--- config.mk ---
export PLATFORM = sky130hd
export DESIGN_NAME = dcache_sram_sched
export DESIGN_NICKNAME = d
export VERILOG_FILES = /design/src/rtl/dcache_sram_sched_pkg.sv /design/src/rtl/dcache_sram_sched_age_prio_arb.sv /design/src/rtl/dcache_sram_sched.sv
export SDC_FILE = /design/constraint.sdc
export NUM_CORES = 1
export LEC_CHECK = 0
export BUFFER_PORTS_ARGS = -buffer_cell sky130_fd_sc_hd__buf_2
export CAP_MARGIN = 5
export CORE_MARGIN = 2
export CORE_UTILIZATION = 50
export CTS_CLUSTER_DIAMETER = 100
export CTS_CLUSTER_SIZE = 25
export DETAILED_ROUTE_END_ITERATION = 6
export PLACE_DENSITY = 0.83
export SLEW_MARGIN = 25
export SYNTH_ARGS = -nofsm -noshare
export SYNTH_HDL_FRONTEND = slang
export SYNTH_HIERARCHICAL = 1
export SYNTH_SLANG_ARGS = --single-unit
--- constraint.sdc ---
create_clock -name clk_i -period 8.4 [get_ports clk_i]
set_input_delay 0 -clock clk_i [delete_from_list [all_inputs] [get_ports clk_i]]
set_output_delay 0 -clock clk_i [all_outputs]
set_load 0.01 [all_outputs]
--- src/rtl/dcache_sram_sched_pkg.sv ---
// Shared definitions for the L1 data cache SRAM scheduler: sequencer states,
// default array geometry and the index-width helper.
package dcache_sram_sched_pkg;

    localparam int unsigned NUM_WORDS_DEF = 256;
    localparam int unsigned AGE_MAX_DEF   = 15;

    function automatic int unsigned index_w(input int unsigned num_words);
        return (num_words > 1) ? $clog2(num_words) : 1;
    endfunction

    typedef enum logic [1:0] {
        ST_INIT  = 2'd0,
        ST_RUN   = 2'd1,
        ST_DRAIN = 2'd2,
        ST_SWEEP = 2'd3
    } state_e;

endpackage

--- src/rtl/dcache_sram_sched_age_prio_arb.sv ---
// Combinational fixed-priority arbiter with age promotion: any aged requester
// beats every non-aged one, and ties resolve toward the lowest index.
module age_prio_arb #(
    parameter  int unsigned NR_PORTS = 4,
    localparam int unsigned PORT_W   = (NR_PORTS > 1) ? $clog2(NR_PORTS) : 1
) (
    input  logic [NR_PORTS-1:0] req_i,
    input  logic [NR_PORTS-1:0] aged_i,
    output logic [NR_PORTS-1:0] gnt_o,
    output logic [PORT_W-1:0]   idx_o
);

    logic [NR_PORTS-1:0] pick;

    always_comb begin
        pick  = (|(req_i & aged_i)) ? (req_i & aged_i) : req_i;
        gnt_o = '0;
        idx_o = '0;
        // Walk downward so the lowest set bit is the last one written.
        for (int p = NR_PORTS - 1; p >= 0; p--) begin
            if (pick[p]) begin
                gnt_o    = '0;
                gnt_o[p] = 1'b1;
                idx_o    = PORT_W'(p);
            end
        end
    end

endmodule

--- src/rtl/dcache_sram_sched.sv ---
// SRAM scheduler for the L1 data cache: per-cycle grant with aging, read
// response routing, and the valid/dirty clear sweep after reset or on flush.
//
// state    | meaning
// ---------+-----------------------------------------------------------
// ST_INIT  | post-reset sweep clearing valid/dirty at every index
// ST_RUN   | arbitrate requesters, one SRAM access per cycle
// ST_DRAIN | one idle cycle so the last read response can complete
// ST_SWEEP | flush sweep, identical to INIT but acks instead of init_done
module dcache_sram_sched
    import dcache_sram_sched_pkg::*;
#(
    parameter  int unsigned NR_PORTS  = 4,
    parameter  int unsigned SET_ASSOC = 8,
    parameter  int unsigned NUM_WORDS = NUM_WORDS_DEF,
    parameter  int unsigned AGE_MAX   = AGE_MAX_DEF,
    localparam int unsigned INDEX_W   = index_w(NUM_WORDS),
    localparam int unsigned PORT_W    = (NR_PORTS > 1) ? $clog2(NR_PORTS) : 1
) (
    input  logic                                clk_i,
    input  logic                                rst_i,
    input  logic [NR_PORTS-1:0][SET_ASSOC-1:0]  req_i,
    input  logic [NR_PORTS-1:0]                 we_i,
    input  logic [NR_PORTS-1:0][INDEX_W-1:0]    addr_i,
    output logic [NR_PORTS-1:0]                 gnt_o,
    output logic [PORT_W-1:0]                   sel_o,
    output logic [NR_PORTS-1:0]                 rvalid_o,
    output logic [PORT_W-1:0]                   rsel_o,
    output logic [SET_ASSOC-1:0]                req_ram_o,
    output logic                                we_ram_o,
    output logic [INDEX_W-1:0]                  addr_ram_o,
    output logic                                clr_o,
    input  logic                                flush_i,
    output logic                                flush_ack_o,
    output logic                                init_done_o
);

    localparam int unsigned       AGE_W    = $clog2(AGE_MAX + 1);
    localparam logic [INDEX_W-1:0] LAST_IDX = INDEX_W'(NUM_WORDS - 1);

    state_e                           state_q, state_d;
    logic [INDEX_W-1:0]               cnt_q, cnt_d;
    logic [NR_PORTS-1:0][AGE_W-1:0]   age_q, age_d;
    logic                             init_done_q, init_done_d;
    logic [NR_PORTS-1:0]              rvalid_q;
    logic [PORT_W-1:0]                rsel_q;

    logic [NR_PORTS-1:0]              cand, aged, arb_req, arb_gnt;
    logic [PORT_W-1:0]                arb_idx;

    always_comb begin
        for (int p = 0; p < NR_PORTS; p++) begin
            cand[p] = |req_i[p];
            aged[p] = (age_q[p] == AGE_W'(AGE_MAX));
        end
        arb_req = (state_q == ST_RUN) ? cand : '0;
    end

    age_prio_arb #(.NR_PORTS(NR_PORTS)) u_arb (
        .req_i  (arb_req),
        .aged_i (aged),
        .gnt_o  (arb_gnt),
        .idx_o  (arb_idx)
    );

    assign gnt_o       = arb_gnt;
    assign sel_o       = arb_idx;
    assign rvalid_o    = rvalid_q;
    assign rsel_o      = rsel_q;
    assign init_done_o = init_done_q;

    always_comb begin
        state_d     = state_q;
        cnt_d       = cnt_q;
        init_done_d = init_done_q;
        req_ram_o   = '0;
        we_ram_o    = 1'b0;
        addr_ram_o  = '0;
        clr_o       = 1'b0;
        flush_ack_o = 1'b0;
        case (state_q)
            ST_INIT, ST_SWEEP: begin
                req_ram_o  = '1;
                we_ram_o   = 1'b1;
                clr_o      = 1'b1;
                addr_ram_o = cnt_q;
                cnt_d      = cnt_q + INDEX_W'(1);
                if (cnt_q == LAST_IDX) begin
                    cnt_d   = '0;
                    state_d = ST_RUN;
                    if (state_q == ST_INIT) init_done_d = 1'b1;
                    else                    flush_ack_o = 1'b1;
                end
            end
            ST_RUN: begin
                if (|arb_gnt) begin
                    req_ram_o  = req_i[arb_idx];
                    we_ram_o   = we_i[arb_idx];
                    addr_ram_o = addr_i[arb_idx];
                end
                // Grants this cycle still go out; the flush starts next cycle.
                if (flush_i) state_d = ST_DRAIN;
            end
            ST_DRAIN: begin
                state_d = ST_SWEEP;
                cnt_d   = '0;
            end
            default: state_d = ST_INIT;
        endcase
    end

    always_comb begin
        for (int p = 0; p < NR_PORTS; p++) begin
            if (!cand[p] || arb_gnt[p]) age_d[p] = '0;
            else if (!aged[p])          age_d[p] = age_q[p] + AGE_W'(1);
            else                        age_d[p] = age_q[p];
        end
    end

    always_ff @(posedge clk_i) begin
        if (rst_i) begin
            state_q     <= ST_INIT;
            cnt_q       <= '0;
            age_q       <= '0;
            init_done_q <= 1'b0;
            rvalid_q    <= '0;
            rsel_q      <= '0;
        end else begin
            state_q     <= state_d;
            cnt_q       <= cnt_d;
            age_q       <= age_d;
            init_done_q <= init_done_d;
            rvalid_q    <= arb_gnt & ~we_i;
            rsel_q      <= arb_idx;
        end
    end

endmodule

==> flow_summary.toml, run 1 <==
[pwr]
leakagePower_nw = 1.34
internal-power_mw = 0.577
seq_power_share_pct = 22.6
powerDensity_nw_per_um2 = 327
finalPower_mw = 0.997
vdd_ir_drop_max_v = 0.000192
netSwitchingFraction_pct = 42.1
p_comb_share_pct = 61.6
p_clk_share_pct = 15.8
p_sw_mw = 0.420

[clock_network]
cts_buffer_depth = 2
clockRootBuffer = "clkbuf_8"
cts_resized = 0
cts_setup_buffers = 0
clkTransAtPathRegs_ns = 0.07
worstSkewPairLatency_ns = 0.29
cts_made_buffers = 5
tritoncts = "done"
htreeDepth = 2
clkSinkCount = 33

[worst_setup_path]
critPathBufInv = 2
critical_path.reg2reg.startpoint = "state_q[1]"
endpoint_kind = "output pin"
crit_required_ns = 8.40
critPathMaxStageDelay_ns = 0.69
slowest_stage = "a21boi_0"
critical_path.top_delay_family = "compound AO/OA/AOI/OAI gates"
crit_start = "state_q[1]"
critical_path.startpoint_type = "register"
worstSetupPathType = "register to output pin"
arrival_ns = 3.85
path_cells = "inv_1 -> ha_1 -> a21boi_0 -> a22oi_2 -> o21a_1 -> nor4b_2 -> nor4_1 -> nor3b_4 -> a22o_1 -> buf_2"
worstPathMaxFanout = 17

[route]
viasPerCell = 6.05
drt_pass1_iterations = 4
ant_nets = 0
routedWlPerCell_um = 16.3
drc = 0
via_count = 2431
drt-initial-drc-count = 221
wl_mm = 6.57

[global_route]
grtUsageTotal_pct = 25.2
antenna_found_initial = 0
grt_overflow = 0
grt_start_max_net_pins = 24
grt_pass1_vias = 2312
grt_pass1_wl_mm = 10.7

[yosys]
yosysMostFrequentCell = "dfxtp_1"
synth-async-reset-ratio_pct = 0
synth_seq_cells = 33
netlist_top_cells_area = "dfxtp_1 27%, mux4_2 16%, ha_1 4.7%"
synth_warnings = 6
synth_enable_flop_cells = 0
yosysUniqueCellTypes = 49
synth_area_um2 = 2400
syn_area_per_cell_um2 = 9.65
synth_ff_type = "dfxtp_1"
synth_top_area_share_pct = 27.5
synth_commonest_cells = "33 x dfxtp_1, 26 x nor2_1, 17 x mux4_2"
syn_nets = 329
synth_seq_area_share_pct = 27.5
synth_area_leader_cell = "dfxtp_1"
synth_cells = 249

[place]
io_buffers = 102
gp_congestion = 0.820
hpwl_mm = 5.03

[timing]
period_needed_ns = 3.85
tightestPinTransition_ns = 0.802
timing.final.max_slew_violations = 0
setup_viol = 0
maxSlewHeadroom_pct = 46.1
finalHoldViolations = 0
period_share_pct = 45.8
rsz0062_at_grt = "no"
clock_skew_ns = 0.00586
setup_tns_ns = 0
clock.fmax_mhz = 260

[final_layout]
multi_input_area_um2 = 1620
fin_util_pct = 65.1
syn_to_final_growth_pct = 27.1
nFillCells = 418
num_antenna_cells = 0
drive_gt1_share_pct = 39.9
nets = 427
register_area_um2 = 661

[min_path]
hp-class = "primary input to register"
worstHoldStart = "flush_i"

[run_status]
status = "finished clean"

[floorplan]
start_util_pct = 51.2
placementRows = 25
die_w_um = 73.3
boundaryPins = 103
core_um2 = 4690
die_h_um = 73.3
die-area_um2 = 5380

[job]
drv_cap = 0
per-stage QoR:
stage	hold WS, ns	cell area [um^2]	instances	setup WS [ns]
after floorplan	0.0761	2400	249	5.43
after global placement	0.204	2890	390	4.94
after detailed placement	0.198	2890	390	4.69
after CTS	0.0867	3050	402	4.36
after global routing	0.145	3050	402	4.29
final	0.0910	3050	402	4.55
tightest hold or removal path: stages:
cell	delay (ns)
buf_2	0.09
nor2b_1	0.06
o31ai_1	0.20
state kept, by name, summed over array words and instances (netlist names):
register	flops
age_q	16
rvalid_o	4
state_q	2
init_done_o	1
rsel_o	2
cnt_q	8
timing repair:
| action | in CTS | in global routing |
|---|---|---|
| endpoints found under the hold margin | 4 | 0 |
| setup endpoints to repair | 0 | 0 |
| hold buffers | 4 | 0 |
placed cells by master (no fill, tap or decap), types with 6 or more instances in the layout:
master	instances
buf_2	102
nor2_1	25
a22o_1	7
clkbuf_8	6
nor3b_1	6
nor4_1	11
nor3_1	6
nand3_1	7
o21ai_0	6
a31oi_1	6
a21boi_0	7
a21o_1	9
ha_1	9
a21oi_1	9
nand2_1	10
mux4_2	17
inv_1	7
dfxtp_1	33
layer usage:
metal | global-route usage, % | vias up | part of all wire (%)
met5 | 0 | - | 0
met4 | 8.48 | 0 | 2.0
met3 | 4.66 | 17 | 6.1
met2 | 43.0 | 102 | 50
met1 | 32.1 | 1144 | 42
li1 | - | 1168 | -
worst paths after layout:
| kind | to | cells past startpoint | slack, ns |
|---|---|---|---|
| max | addr_ram_o[0] | 10 | 4.55 |
| min | state_q[1] | 3 | 0.09 |
| max reg2reg | rsel_o[1] | 8 | 5.47 |
| min reg2reg | init_done_o | 1 | 0.47 |
power groups by stage:
stage | Clock (mW) | Sequential (mW) | Combinational, mW
final | 0.158 | 0.225 | 0.614
after detailed placement | 0 | 0.228 | 0.605
after global routing | 0.166 | 0.229 | 0.672
after floorplan | 0 | 0.223 | 0.457
after CTS | 0.160 | 0.225 | 0.609
after global placement | 0 | 0.226 | 0.592
cell type report:
class | count | share of cell area [%]
multi-input combinational | 193 | 53.2
timing repair buffer | 107 | 18.3
sequential | 33 | 21.6
tap | 54 | 2.21
clock buffer | 7 | 2.83
clock inverter | 1 | 0.984
inverter | 7 | 0.861
kinds of logic after synthesis:
family | count (synthesis) | share of synthesized area (%)
multiplexers | 22 | 18.1
flip-flops | 33 | 27.5
adder cells (fa/ha/maj) | 9 | 4.69
XOR/XNOR | 5 | 1.82
buffers and inverters | 23 | 5.47
AO/OA/AOI/OAI | 72 | 22.7
AND/OR/NAND/NOR | 85 | 19.7
Note: power is estimated with default switching activity, not from simulation.
==> inputs of run 2 (changes only) <==
--- a/config.mk
+++ b/config.mk
@@ -8,11 +8,11 @@
 export BUFFER_PORTS_ARGS = -buffer_cell sky130_fd_sc_hd__buf_2
 export CAP_MARGIN = 5
 export CORE_MARGIN = 2
-export CORE_UTILIZATION = 50
+export CORE_UTILIZATION = 44
 export CTS_CLUSTER_DIAMETER = 100
 export CTS_CLUSTER_SIZE = 25
 export DETAILED_ROUTE_END_ITERATION = 6
-export PLACE_DENSITY = 0.83
+export PLACE_DENSITY = 0.78
 export SLEW_MARGIN = 25
 export SYNTH_ARGS = -nofsm -noshare
 export SYNTH_HDL_FRONTEND = slang
==> constraint.sdc (replaced) <==
create_clock -name clk_i -period 3.2 [get_ports clk_i]
set_input_delay 0 -clock clk_i [delete_from_list [all_inputs] [get_ports clk_i]]
set_output_delay 0 -clock clk_i [all_outputs]
set_load 0.01 [all_outputs]
==> run 2 against run 1 <==
Against the previous run:
- sequential share of layout area is 1.1 points lower
- clock skew rose by 0.0087 ns
- count of clock-buffer cells in the layout is 1 lower
- hold slack improved by 0.0038 ns
- worst setup slack got worse by 4.4 ns
- register-to-register slack got worse by 4.7 ns
- sequential power grew to 2.7 times the previous value
- global-route usage down 2.1 points
- routed wire length increased by 13%
- power grew to 2.8 times the previous value
- largest cell class unchanged
- largest power group unchanged
==> flow_summary.toml, run 2 (synthesis results as in run 1) <==
[run_status]
status = "finished clean"

[timing]
maxSlewHeadroom_pct = 50.1
period_share_pct = 96.2
tightestPinTransition_ns = 0.747
rsz0062_at_grt = "no"
setup_viol = 0
clock.fmax_mhz = 325
finalHoldViolations = 0
timing.final.max_slew_violations = 0
clock_skew_ns = 0.0146
setup_tns_ns = 0
period_needed_ns = 3.08

[min_path]
worstHoldStart = "flush_i"
whs_endpoint = "state_q[1]"
hp-class = "primary input to register"
hold-path-cell-count = 3

[job]
drv_cap = 0

[route]
via_count = 2558
drc = 0
ant_nets = 0
wl_mm = 7.45
viasPerCell = 5.99
drt-initial-drc-count = 226
routedWlPerCell_um = 17.4
drt_pass1_iterations = 4

[floorplan]
die_w_um = 77.9
start_util_pct = 46.4
placementRows = 26
boundaryPins = 103
core_um2 = 5170
die_h_um = 77.9
die-area_um2 = 6070

[worst_setup_path]
worst_r2r_path_depth = 10
endpoint_kind = "output pin"
arrival_ns = 3.08
crit_required_ns = 3.20
worstPathMaxFanout = 10
critical_path.reg2reg.startpoint = "state_q[1]"
critical_path.startpoint_type = "register"
r2r_slack_ns = 0.80
worstSetupPathType = "register to output pin"
r2r-end = "age_q[14]"

[final_layout]
syn_to_final_growth_pct = 33.8
layout_common_cells = "102 x buf_2, 33 x dfxtp_1, 25 x nor2_1"
multi_input_area_um2 = 1690
nets = 436
stdcell_count = 427
register_area_um2 = 661
final_common_cell = "buf_2"
regMostFlops = "age_q"
largest_register_ffs = 16
num_antenna_cells = 0
drive_gt1_share_pct = 43.7
nFillCells = 427

[clock_network]
worstSkewPairLatency_ns = 0.30
htreeDepth = 2
tritoncts = "done"
cts_made_buffers = 5
cts_buffer_depth = 2
clockRootBuffer = "clkbuf_8"
clkTransAtPathRegs_ns = 0.08
clkSinkCount = 33

[global_route]
grt_pass1_wl_mm = 11.2
grtUsageTotal_pct = 23.1
antenna_found_initial = 0
grt_overflow = 0
grt_start_max_net_pins = 24
grt_pass1_vias = 2380

[place]
hpwl_mm = 5.38
gp_congestion = 0.860
io_buffers = 102
dp.cells = 412

[pwr]
p_comb_share_pct = 63.3
p_clk_share_pct = 15.2
netSwitchingFraction_pct = 41.9
seq_power_share_pct = 21.5
leakagePower_nw = 1.40
vdd_ir_drop_max_v = 0.000467
powerDensity_nw_per_um2 = 864
p_sw_mw = 1.17
internal-power_mw = 1.61
[run 2: cell count changes in the layout (fill, tap and decap cells not counted), sizes merged]
cell      before  now
clkinvlp       0    1
o221a          1    2
buf          103  111
clkbuf         7    6
[run 2: final cells by class]
type	count	area share, %
clock buffers	6	2.57
clock inverters	2	1.17
inverters	7	0.817
multi-input cells	194	52.7
flip-flops and latches	33	20.6
well taps	70	2.72
repair buffers	115	19.5
[run 2: metal layers]
layer  global-route usage [%]  vias to the layer above  share of wire, %
li1                         -                     1189                 -
met1                     28.0                     1234                39
met2                     39.9                      125                50
met3                     6.16                       10                10
met4                     7.37                        0               1.3
met5                        0                        -                 0
[run 2: how the worst max path moves through the flow]
stage | from | endpoint | slack [ns] | cells after the start
6_report | age_q[4] | addr_ram_o[0] | 0.12 | 8
5_1_grt | age_q[4] | addr_ram_o[7] | 0.005 | 8
4_1_cts | state_q[1] | addr_ram_o[7] | 0.08 | 12
3_5_place_dp | state_q[1] | addr_ram_o[7] | 0.20 | 12
3_3_place_gp | state_q[1] | addr_ram_o[0] | 0.35 | 9
2_1_floorplan | state_q[1] | req_ram_o[0] | 0.23 | 10
[run 2: power by group through the flow]
stage / Clock (mW) / Sequential [mW] / Combinational (mW)
global placement: 0 / 0.597 / 1.57
detailed placement: 0 / 0.601 / 1.60
finish: 0.423 / 0.597 / 1.76
global route: 0.446 / 0.611 / 1.91
floorplan: 0 / 0.587 / 1.20
CTS: 0.428 / 0.592 / 1.65
[run 2: critical path: stages, from the launching register on]
cell     delay (ns)
dfxtp_1        0.40
ha_1           0.24
and3_2         0.36
a21oi_1        0.06
o21ai_0        0.38
o221a_4        0.42
mux4_2         0.54
a22o_1         0.24
buf_2          0.13
[run 2: repair_timing]
item                                    4_1_cts  5_1_grt
hold buffers                                  4        0
gates cloned                                  0        2
endpoints found under the setup margin       17       17
pin swaps                                     0        1
hold endpoints to repair                      4        0
setup buffers                                 0        1
gates resized for setup                       7       13
[run 2: stage by stage]
stage	utilization [%]	power (mW)	setup slack [ns]	hold WS [ns]	area [um^2]
floorplan	-	1.79	0.233	0.0761	2400
global placement	57.1	2.17	0.345	0.180	2950
detailed placement	57.1	2.21	0.200	0.211	2960
CTS	60.7	2.67	0.0812	0.0961	3140
global route	62.1	2.97	0.00479	0.114	3210
finish	62.1	2.78	0.121	0.0948	3210
==> inputs of run 3 (changes only) <==
==> constraint.sdc (replaced) <==
create_clock -name clk_i -period 2.6 [get_ports clk_i]
set_input_delay 0 -clock clk_i [delete_from_list [all_inputs] [get_ports clk_i]]
set_output_delay 0 -clock clk_i [all_outputs]
set_load 0.01 [all_outputs]
==> run 3 against run 2 <==
Against the previous run:
- die area did not move
- largest cell class unchanged
- cell area rose by 17%
- core utilization rose by 11 points
- worst setup slack got worse by 0.31 ns
- the run now ends with negative setup slack left
- clock power fell by 4%
- count of clock-buffer cells in the layout did not move
==> flow_summary.toml, run 3 (synthesis results as in run 1) <==
[run_status]
status = "finished, violations left"
failed_checks = "negative setup slack"

[place]
gp_congestion = 0.975
io_buffers = 102
hpwl_mm = 5.79
postPlaceCellArea_um2 = 3260
dp.cells = 445

[timing]
clock.fmax_mhz = 359
finalHoldViolations = 0
holdWs_ns = 0.0896
period_share_pct = 107
tightestPinTransition_ns = 0.689
timing.final.max_slew_violations = 0
rsz0062_at_grt = "yes"
clock_skew_ns = 0.00449
fin_ws_ns = -0.189
maxSlewHeadroom_pct = 54.0
setup_tns_ns = -2.90
period_needed_ns = 2.79
setup_viol = 17

[pwr]
leakagePower_nw = 1.68
vdd_ir_drop_max_v = 0.000484
powerDensity_nw_per_um2 = 1040

[clock_network]
cts_made_buffers = 5
clkTransAtPathRegs_ns = 0.07
tritoncts = "done"
clkSinkCount = 33
cts_buffer_depth = 2
htreeDepth = 2
clockRootBuffer = "clkbuf_8"
worstSkewPairLatency_ns = 0.28

[global_route]
grt_pass1_wl_mm = 13.1
grt_overflow = 0
grt_pass1_vias = 2771
grt_start_max_net_pins = 24
grtUsageTotal_pct = 27.0
antenna_found_initial = 0

[final_layout]
fin_util_pct = 72.8
design_area_um2 = 3760
regMostFlops = "age_q"
syn_to_final_growth_pct = 56.7
final_common_cell = "buf_2"
nets = 485
layout_common_cells = "101 x buf_2, 44 x buf_4, 27 x dfxtp_1"
stdcell_count = 475
nFillCells = 361
drive_gt1_share_pct = 54.1
num_antenna_cells = 0
largest_register_ffs = 16

[min_path]
hp-class = "primary input to register"

[floorplan]
placementRows = 26
core_um2 = 5170
die_w_um = 77.9
die-area_um2 = 6070
start_util_pct = 46.4
boundaryPins = 103
die_h_um = 77.9

[route]
drt_pass1_iterations = 5
routedWlPerCell_um = 18.2
wl_mm = 8.65
drc = 0
ant_nets = 0
via_count = 2842
viasPerCell = 5.98
drt-initial-drc-count = 241

[worst_setup_path]
worstSetupPathType = "register to output pin"
path_cells = "inv_2 -> ha_4 -> a21boi_4 -> a22oi_2 -> o21a_4 -> buf_6 -> a2111oi_4 -> nor4_2 -> nor3b_4 -> buf_6 -> clkbuf_16 -> a22o_1 -> buf_2"
crit_required_ns = 2.60
cp_common_cell = "buf_6"
critPathMaxStageDelay_ns = 0.33
critical_path.startpoint_type = "register"
slowest_stage = "dfxtp_2"
endpoint_kind = "output pin"
worstPathMaxFanout = 8
arrival_ns = 2.79

[job]
drv_cap = 0
[run 3: cell types whose count changed in the layout (fill, tap and decap cells not counted), moves of 2 or more]
cell	change
dfxtp_1	-6
buf_12	+3
buf_4	+37
and3_1	-2
clkbuf_16	+2
dfxtp_2	+6
and3_4	+3
a21boi_4	+2
ha_1	-2
o21ai_0	-2
buf_6	+8
[run 3: layer usage]
layer | GRT usage (%) | routed length [um]
met4 | 9.30 | 231
met2 | 49.2 | 4550
met5 | 0 | 0
met1 | 30.7 | 3170
met3 | 6.40 | 691
[run 3: what timing repair did]
action,4_1_cts,5_1_grt
hold endpoints to repair,4,0
pin swaps,13,11
gates resized for setup,42,3
cloned,1,2
buffers inserted,13,3
hold buffers,4,0
setup endpoints to repair,17,17
[run 3: path summary, 6_finish.rpt]
| path | start | endpoint | slack, ns | cells after the start |
|---|---|---|---|---|
| setup / recovery | state_q[1] | addr_ram_o[7] | -0.19 | 13 |
| hold / removal | flush_i | state_q[1] | 0.09 | 3 |
| setup reg to reg | age_q[8] | age_q[14] | 0.33 | 9 |
| hold reg to reg | init_done_o | init_done_o | 0.48 | 1 |
[run 3: worst max-delay path: cells and delay by family, from the launching register on]
kind	cells	cell delay, ns
flops	1	0.33
simple gates	2	0.31
fa+ha+maj	1	0.15
compound gates	5	1.11
buf+inv	5	0.61
[run 3: area by class of cell]
type,instances,area [um^2],area share (%)
clock buffer,6,82.6,2.19
clock inverter,1,7.51,0.199
inverter,7,26.3,0.698
multi-input combinational,193,1760,46.8
sequential,33,668,17.8
tap,70,87.6,2.33
timing repair buffer,165,1130,30.1
[run 3: stage by stage]
step                      total power, mW  setup slack (ns)
after floorplan                      2.24           0.00206
after detailed placement             3.04            -0.359
after global placement               2.99            -0.251
after CTS                            3.81           -0.0234
after global routing                 4.15            -0.264
final                                3.91            -0.189
[run 3: where the power goes]
part           total, mW  switching, mW  internal, mW
registers          0.723         0.0954         0.627
logic               2.78           1.28          1.50
clock network      0.407          0.198         0.210
